===== src/rtl/core_dbg_unit.sv =====
// Core debug controller sitting between the debug transport and one core pipeline.
//
// Host commands are handshaken by cmd_i (held until done_o) and sequenced by an FSM.
// The FSM requests a halt from the core and waits for its acknowledge (halted_i)
// whenever a command needs a quiescent core.
//
// Ports:
//   clk, rstn_i                    clock, asynchronous active-low reset
//   cmd_i, addr_i, data_i          host command, index operand and write data
//   data_o, done_o, err_o          read data, one-cycle completion pulse, reject flag
//   halt_core_o, halted_i          halt request to the core and its acknowledge
//   retire_i                       one instruction retired this cycle
//   if_pc_i, if_valid_i            fetch PC and its valid, used for breakpoint matching
//   pc_i                           PC of the halted core
//   rs_o, rs_di                    register-file debug read port
//   rd_o, rd_do, rd_we_o           register-file debug write port
//   pc_o, flush_o                  PC redirect and pipeline flush strobe
//   bp_hit_o                       sticky: core halted by a hardware breakpoint
module core_dbg_unit #(
    parameter int unsigned XLEN   = 32,
    parameter int unsigned NREGS  = 32,
    parameter int unsigned NUM_BP = 2,
    localparam int unsigned RW    = (NREGS > 1) ? $clog2(NREGS) : 1
) (
    input  logic            clk,
    input  logic            rstn_i,
    input  logic [7:0]      cmd_i,
    input  logic [XLEN-1:0] addr_i,
    input  logic [XLEN-1:0] data_i,
    output logic [XLEN-1:0] data_o,
    output logic            done_o,
    output logic            err_o,
    output logic            halt_core_o,
    input  logic            halted_i,
    input  logic            retire_i,
    input  logic [XLEN-1:0] if_pc_i,
    input  logic            if_valid_i,
    input  logic [XLEN-1:0] pc_i,
    output logic [RW-1:0]   rs_o,
    input  logic [XLEN-1:0] rs_di,
    output logic [RW-1:0]   rd_o,
    output logic [XLEN-1:0] rd_do,
    output logic            rd_we_o,
    output logic [XLEN-1:0] pc_o,
    output logic            flush_o,
    output logic            bp_hit_o
);

    localparam logic [7:0] CmdHalt   = 8'h01;
    localparam logic [7:0] CmdResume = 8'h02;
    localparam logic [7:0] CmdRdReg  = 8'h03;
    localparam logic [7:0] CmdWrReg  = 8'h04;
    localparam logic [7:0] CmdRdPc   = 8'h05;
    localparam logic [7:0] CmdWrPc   = 8'h06;
    localparam logic [7:0] CmdStep   = 8'h07;
    localparam logic [7:0] CmdSetBp  = 8'h08;
    localparam logic [7:0] CmdClrBp  = 8'h09;
    localparam logic [7:0] CmdStatus = 8'h0A;

    typedef enum logic [2:0] {
        StIdle,
        StHaltWait,
        StExec,
        StStepRun,
        StStepHalt,
        StDone,
        StClr
    } state_e;

    state_e state_q, state_d;

    logic [7:0]      cmd_q, cmd_d;
    logic [XLEN-1:0] addr_q, addr_d;
    logic [XLEN-1:0] wdata_q, wdata_d;
    logic [XLEN-1:0] data_q, data_d;
    logic            err_q, err_d;
    logic            user_halt_q, user_halt_d;
    logic            tmp_halt_q, tmp_halt_d;
    logic            step_hold_q, step_hold_d;
    logic            skip_q, skip_d;
    logic            bp_hit_q, bp_hit_d;
    logic [2:0]      bp_idx_q, bp_idx_d;
    logic            halt_q, halt_d;
    logic [XLEN-1:0] bp_addr_q [NUM_BP];
    logic [XLEN-1:0] bp_addr_d [NUM_BP];
    logic [NUM_BP-1:0] bp_en_q, bp_en_d;

    logic            bp_match;
    logic [2:0]      bp_first;

    // Breakpoint compare; iterating downwards leaves the lowest matching index.
    always_comb begin
        bp_match = 1'b0;
        bp_first = '0;
        for (int i = int'(NUM_BP) - 1; i >= 0; i--) begin
            if (if_valid_i && bp_en_q[i] && (if_pc_i == bp_addr_q[i])) begin
                bp_match = 1'b1;
                bp_first = 3'(i);
            end
        end
    end

    always_comb begin
        state_d     = state_q;
        cmd_d       = cmd_q;
        addr_d      = addr_q;
        wdata_d     = wdata_q;
        data_d      = data_q;
        err_d       = err_q;
        user_halt_d = user_halt_q;
        tmp_halt_d  = tmp_halt_q;
        step_hold_d = step_hold_q;
        skip_d      = skip_q;
        bp_hit_d    = bp_hit_q;
        bp_idx_d    = bp_idx_q;
        bp_addr_d   = bp_addr_q;
        bp_en_d     = bp_en_q;
        rd_we_o     = 1'b0;
        flush_o     = 1'b0;

        // The instruction sitting on a breakpoint has retired once anything retires.
        if (retire_i) begin
            skip_d = 1'b0;
        end

        unique case (state_q)
            StIdle: begin
                if (cmd_i != 8'h00) begin
                    cmd_d   = cmd_i;
                    addr_d  = addr_i;
                    wdata_d = data_i;
                    data_d  = '0;
                    err_d   = 1'b0;
                    state_d = StExec;
                    case (cmd_i)
                        CmdHalt: begin
                            user_halt_d = 1'b1;
                            state_d     = StHaltWait;
                        end
                        CmdResume, CmdStatus: begin
                        end
                        CmdRdReg, CmdWrReg: begin
                            if (addr_i >= XLEN'(NREGS)) begin
                                err_d = 1'b1;
                            end else begin
                                tmp_halt_d = 1'b1;
                                state_d    = StHaltWait;
                            end
                        end
                        CmdRdPc: begin
                            tmp_halt_d = 1'b1;
                            state_d    = StHaltWait;
                        end
                        CmdWrPc: begin
                            // Redirect only under a host halt; user_halt keeps the core stopped.
                            if (!user_halt_q) begin
                                err_d = 1'b1;
                            end else begin
                                state_d = StHaltWait;
                            end
                        end
                        CmdStep: begin
                            if (!(user_halt_q && halted_i)) begin
                                err_d = 1'b1;
                            end else begin
                                state_d = StStepRun;
                            end
                        end
                        CmdSetBp, CmdClrBp: begin
                            if (addr_i >= XLEN'(NUM_BP)) begin
                                err_d = 1'b1;
                            end
                        end
                        default: begin
                            err_d = 1'b1;
                        end
                    endcase
                end
            end

            StHaltWait: begin
                if (halted_i) begin
                    state_d = (cmd_q == CmdHalt) ? StDone : StExec;
                end
            end

            StExec: begin
                state_d = StDone;
                if (!err_q) begin
                    case (cmd_q)
                        CmdResume: begin
                            user_halt_d = 1'b0;
                            bp_hit_d    = 1'b0;
                            skip_d      = 1'b1;
                        end
                        CmdRdReg: begin
                            data_d = rs_di;
                        end
                        CmdWrReg: begin
                            // x0 is hardwired; the write is accepted but never issued.
                            rd_we_o = (addr_q[RW-1:0] != '0);
                        end
                        CmdRdPc: begin
                            data_d = pc_i;
                        end
                        CmdWrPc: begin
                            flush_o = 1'b1;
                        end
                        CmdSetBp: begin
                            for (int unsigned i = 0; i < NUM_BP; i++) begin
                                if (addr_q == XLEN'(i)) begin
                                    bp_addr_d[i] = wdata_q;
                                    bp_en_d[i]   = 1'b1;
                                end
                            end
                        end
                        CmdClrBp: begin
                            for (int unsigned i = 0; i < NUM_BP; i++) begin
                                if (addr_q == XLEN'(i)) begin
                                    bp_en_d[i] = 1'b0;
                                end
                            end
                        end
                        CmdStatus: begin
                            data_d = XLEN'({bp_idx_q, 1'b0, bp_hit_q, user_halt_q, halted_i});
                        end
                        default: begin
                        end
                    endcase
                end
            end

            StStepRun: begin
                if (retire_i) begin
                    step_hold_d = 1'b1;
                    state_d     = StStepHalt;
                end
            end

            StStepHalt: begin
                if (halted_i) begin
                    state_d = StDone;
                end
            end

            StDone: begin
                tmp_halt_d  = 1'b0;
                step_hold_d = 1'b0;
                state_d     = StClr;
            end

            StClr: begin
                // Wait for the host to drop the command so it cannot run twice.
                if (cmd_i == 8'h00) begin
                    state_d = StIdle;
                end
            end

            default: begin
                state_d = StIdle;
            end
        endcase

        // Evaluated last so a hit overrides a resume clearing user_halt in the same cycle.
        if (bp_match && !user_halt_q && !skip_q && (state_q != StStepRun)) begin
            user_halt_d = 1'b1;
            bp_hit_d    = 1'b1;
            bp_idx_d    = bp_first;
        end

        // While stepping the core is released even though user_halt stays set.
        halt_d = (state_d != StStepRun) && (user_halt_d || tmp_halt_d || step_hold_d);
    end

    always_ff @(posedge clk or negedge rstn_i) begin
        if (!rstn_i) begin
            state_q     <= StIdle;
            cmd_q       <= '0;
            addr_q      <= '0;
            wdata_q     <= '0;
            data_q      <= '0;
            err_q       <= 1'b0;
            user_halt_q <= 1'b0;
            tmp_halt_q  <= 1'b0;
            step_hold_q <= 1'b0;
            skip_q      <= 1'b0;
            bp_hit_q    <= 1'b0;
            bp_idx_q    <= '0;
            halt_q      <= 1'b0;
            bp_addr_q   <= '{default: '0};
            bp_en_q     <= '0;
        end else begin
            state_q     <= state_d;
            cmd_q       <= cmd_d;
            addr_q      <= addr_d;
            wdata_q     <= wdata_d;
            data_q      <= data_d;
            err_q       <= err_d;
            user_halt_q <= user_halt_d;
            tmp_halt_q  <= tmp_halt_d;
            step_hold_q <= step_hold_d;
            skip_q      <= skip_d;
            bp_hit_q    <= bp_hit_d;
            bp_idx_q    <= bp_idx_d;
            halt_q      <= halt_d;
            bp_addr_q   <= bp_addr_d;
            bp_en_q     <= bp_en_d;
        end
    end

    assign done_o      = (state_q == StDone);
    assign err_o       = done_o && err_q;
    assign data_o      = data_q;
    assign halt_core_o = halt_q;
    assign bp_hit_o    = bp_hit_q;
    assign rs_o        = addr_q[RW-1:0];
    assign rd_o        = addr_q[RW-1:0];
    assign rd_do       = wdata_q;
    assign pc_o        = wdata_q;

endmodule


===== config.mk =====
export PLATFORM = sky130hd
export DESIGN_NAME = core_dbg_unit
export DESIGN_NICKNAME = d
export VERILOG_FILES = /design/src/rtl/core_dbg_unit.sv
export SDC_FILE = /design/constraint.sdc
export NUM_CORES = 1
export LEC_CHECK = 0
export BUFFER_PORTS_ARGS = -buffer_cell sky130_fd_sc_hd__clkbuf_2
export CORE_MARGIN = 4
export CORE_UTILIZATION = 45
export CTS_CLUSTER_DIAMETER = 150
export DETAILED_ROUTE_END_ITERATION = 10
export GPL_ROUTABILITY_DRIVEN = 0
export PLACE_DENSITY = 0.83
export SLEW_MARGIN = 5
export SYNTH_ARGS = -nofsm -noshare
export SYNTH_HDL_FRONTEND = slang
export SYNTH_SLANG_ARGS = --single-unit

===== constraint.sdc =====
create_clock -name clk -period 7.5 [get_ports clk]
set_input_delay 2.25 -clock clk [delete_from_list [all_inputs] [get_ports clk]]
set_output_delay 2.25 -clock clk [all_outputs]
set_load 0.05 [all_outputs]

==> flow_summary.ini <==
[logic_synthesis]
synth-simple-area-share_pct = 18.3
synth_compound_area_share_pct = 7.87
async_reset_ff_share_pct = 100
avgSynthCellArea_um2 = 10.0
synth_area_leader_cell = dfrtp_1
synthFlopType = dfrtp_1
synthDominantCellAreaShare_pct = 51.9
synth_area_leaders = dfrtp_1 (52%), nand2_1 (9.8%), mux2_2 (8.1%)
synth_nets = 1046
yosys-mux-area-fraction_pct = 8.37
ys_seq_elements = 181
ys_types = 55
yosys.area_share.adder_pct = 0
synth_top_family_by_area = simple AND/OR/NAND/NOR gates
seq_area_frac_synth_pct = 51.9
yosys.area_share.xor_xnor_pct = 6.42
synth.most_common_cell = nand2_1
synth-edff-count = 0
synthCells = 873
mappedNetlistArea_mm2 = 0.00873
synthTopCellsByCount = nand2_1 (227), dfrtp_1 (181), mux2_2 (63), xnor2_1 (61), o21ai_0 (44)
yosysWarnings = 0

[timing]
worst_pin_slew_ns = 1.21
rsz0062_at_grt = false
final-setup-viol-count = 0
fin_skew_ns = 0.0108
slew_violations = 0
timing.setup.tns_ns = 0
period_minus_slack_ns = 5.24
finalCritPeriodShare_pct = 69.9
slew_headroom_pct = 19.2
fmax_ghz = 0.191
timing_hold_violations_final = 0

[place]
hpwl_um = 16900
dpl_cell_area_mm2 = 0.00995
io_buffers = 284

[pwr]
switchingPower_mw = 1.83
ir_drop_v = 0.000298
fin_total_pwr_mw = 3.92
swShare_pct = 46.8
p_leak_nw = 5.51
power.density_cell_area_mw_per_mm2 = 371
p_clk_share_pct = 23.9
pwr-share-comb_pct = 39.9
power_frac_seq_pct = 36.2
p_int_mw = 2.09

[grt]
grtUsageTotal_pct = 20.9
grt_antenna_before_repair = 1
grt_max_degree = 118
grt_pass1_wl_um = 36100
grt_pass1_vias = 6988
grt.overflow.total = 0

[clocking]
clock_sinks = 181
clk_latency_ns = 0.43
h-tree-depth = 4
clkTransAtPathRegs_ns = 0.07
cts_tree = yes
postCtsSetupRepairBufs = 0
ctsResizeCount = 0
hold_buffers = 0
clockRootBuffer = clkbuf_16
cts_buffer_depth = 2
cts_buffers = 17

[worst_setup_path]
reg2reg_to = bp_addr_q[14]$_DFFE_PN0P_
ff2ff_setup_slack_ns = 4.23
start_kind = flop
cp.required_ns = 5.25
r2r_cells = 6
critical_path_class = reg2out
endpoint = rd_we_o
worstPathMaxFanout = 13
critical_path_arrival_ns = 2.99
end_kind = output pin
startpoint = state_q[2]$_DFF_PN0_
r2r_start = state_q[2]$_DFF_PN0_

[finish]
area_growth_pct = 21.1
finish.instance_area_mm2 = 0.0106
layout.nets = 1263
final_layout_size_suffix_gt1_share_pct = 35.8
filler_cell_count = 1697
seq_area_mm2 = 0.00453
multi_input_area_mm2 = 0.00360

[die]
fp.dieH_um = 147
fp.dieW_um = 147
rows = 50
core-area_mm2 = 0.0189
num_io_pins = 285
die_area_mm2 = 0.0217
start_util_pct = 46.2

[drt]
viasPerCell = 5.14
num_vias = 7016
first_pass_iters = 5
drt_wl_total_um = 22800
drc = 0
drtAntennaViolNets = 0
wl_per_cell_um = 16.7
drt_iter0_markers = 404

[min_path]
hold_depth = 2
hp-class = reg2reg

[outcome]
status = completed

[flow_run]
drv_cap = 0
## worst max-delay path, cell delays in order (launching register included)
cell and delay (ns):
dfrtp_1 0.51, nor4b_1 0.93, nand2_1 0.15, a2111oi_0 0.59
clkbuf_2 0.38
## through the flow
step	cells	utilization, %	setup slack (ns)	hold slack [ns]
floorplan	873	-	1.55	0.438
global placement	1331	52.7	2.75	0.459
CTS	1363	56.0	2.23	0.482
detailed placement	1331	52.7	2.72	0.463
global route	1364	56.0	2.11	0.503
finish	1364	56.0	2.26	0.476
## cell usage in the layout, fill, tap and decap left out, types with 6 or more instances in the layout
master,synthesis,layout
a21oi_1,6,6
a22oi_1,28,28
clkbuf_16,0,17
clkbuf_2,0,283
dfrtp_1,181,181
inv_1,11,11
inv_6,0,6
mux2_2,63,63
nand2_1,227,227
nand2b_1,7,7
nand3_1,40,40
nand4_1,18,18
nor2_1,16,14
nor3_1,7,7
nor4_1,19,19
o21ai_0,44,44
xnor2_1,61,61
## cell families after synthesis
group / count (synthesis)
multiplexers: 65
flip-flops: 181
AND/OR/NAND/NOR: 356
buffers and inverters: 101
AO/OA/AOI/OAI: 106
XOR/XNOR: 64
## layout make-up
class | instances | share of cell area (%)
Antenna cell | 1 | 0.0237
Multi-Input combinational cell | 591 | 34.0
Inverter | 11 | 0.390
Clock inverter | 15 | 1.82
Sequential cell | 181 | 42.8
Tap cell | 260 | 3.08
Timing Repair Buffer | 288 | 13.8
Clock buffer | 17 | 4.02
## metal layers
layer,vias to the layer above,part of all wire (%),global-route usage [%]
li1,3379,-,-
met1,3361,43,26.9
met2,243,49,35.4
met3,33,5.8,4.44
met4,0,2.0,6.52
met5,-,0,0
## sequential cells by signal, indices dropped and copies added, names as in the netlist
| register | flops |
|---|---|
| bp_addr_q | 64 |
| data_o | 32 |
| halt_core_o | 1 |
| err_q | 1 |
| tmp_halt_q | 1 |
| state_q | 3 |
| bp_en_q | 2 |
| bp_idx_q | 1 |
| step_hold_q | 1 |
| cmd_q | 8 |
| skip_q | 1 |
| bp_hit_o | 1 |
| addr_q | 32 |
| pc_o | 32 |
| user_halt_q | 1 |
## power groups by stage
| stage | logic (mW) | registers, mW | clock network (mW) |
|---|---|---|---|
| after floorplan | 1.06 | 1.65 | 0 |
| after global placement | 1.55 | 1.42 | 0 |
| after detailed placement | 1.57 | 1.44 | 0 |
| after CTS | 1.58 | 1.42 | 0.957 |
| after global routing | 1.68 | 1.45 | 0.999 |
| final | 1.56 | 1.42 | 0.938 |
## how the worst min path moves through the flow
stage                                 startpoint                      to  slack (ns)
after global routing      addr_q[13]$_DFFE_PN0P_  addr_q[13]$_DFFE_PN0P_        0.50
after floorplan           bp_en_q[1]$_DFFE_PN0P_  bp_en_q[1]$_DFFE_PN0P_        0.44
after detailed placement   addr_q[5]$_DFFE_PN0P_   addr_q[5]$_DFFE_PN0P_        0.46
after CTS                  addr_q[5]$_DFFE_PN0P_   addr_q[5]$_DFFE_PN0P_        0.48
final                      addr_q[5]$_DFFE_PN0P_   addr_q[5]$_DFFE_PN0P_        0.48
after global placement    addr_q[16]$_DFFE_PN0P_  addr_q[16]$_DFFE_PN0P_        0.46
Power figures use the tool's default switching activity.
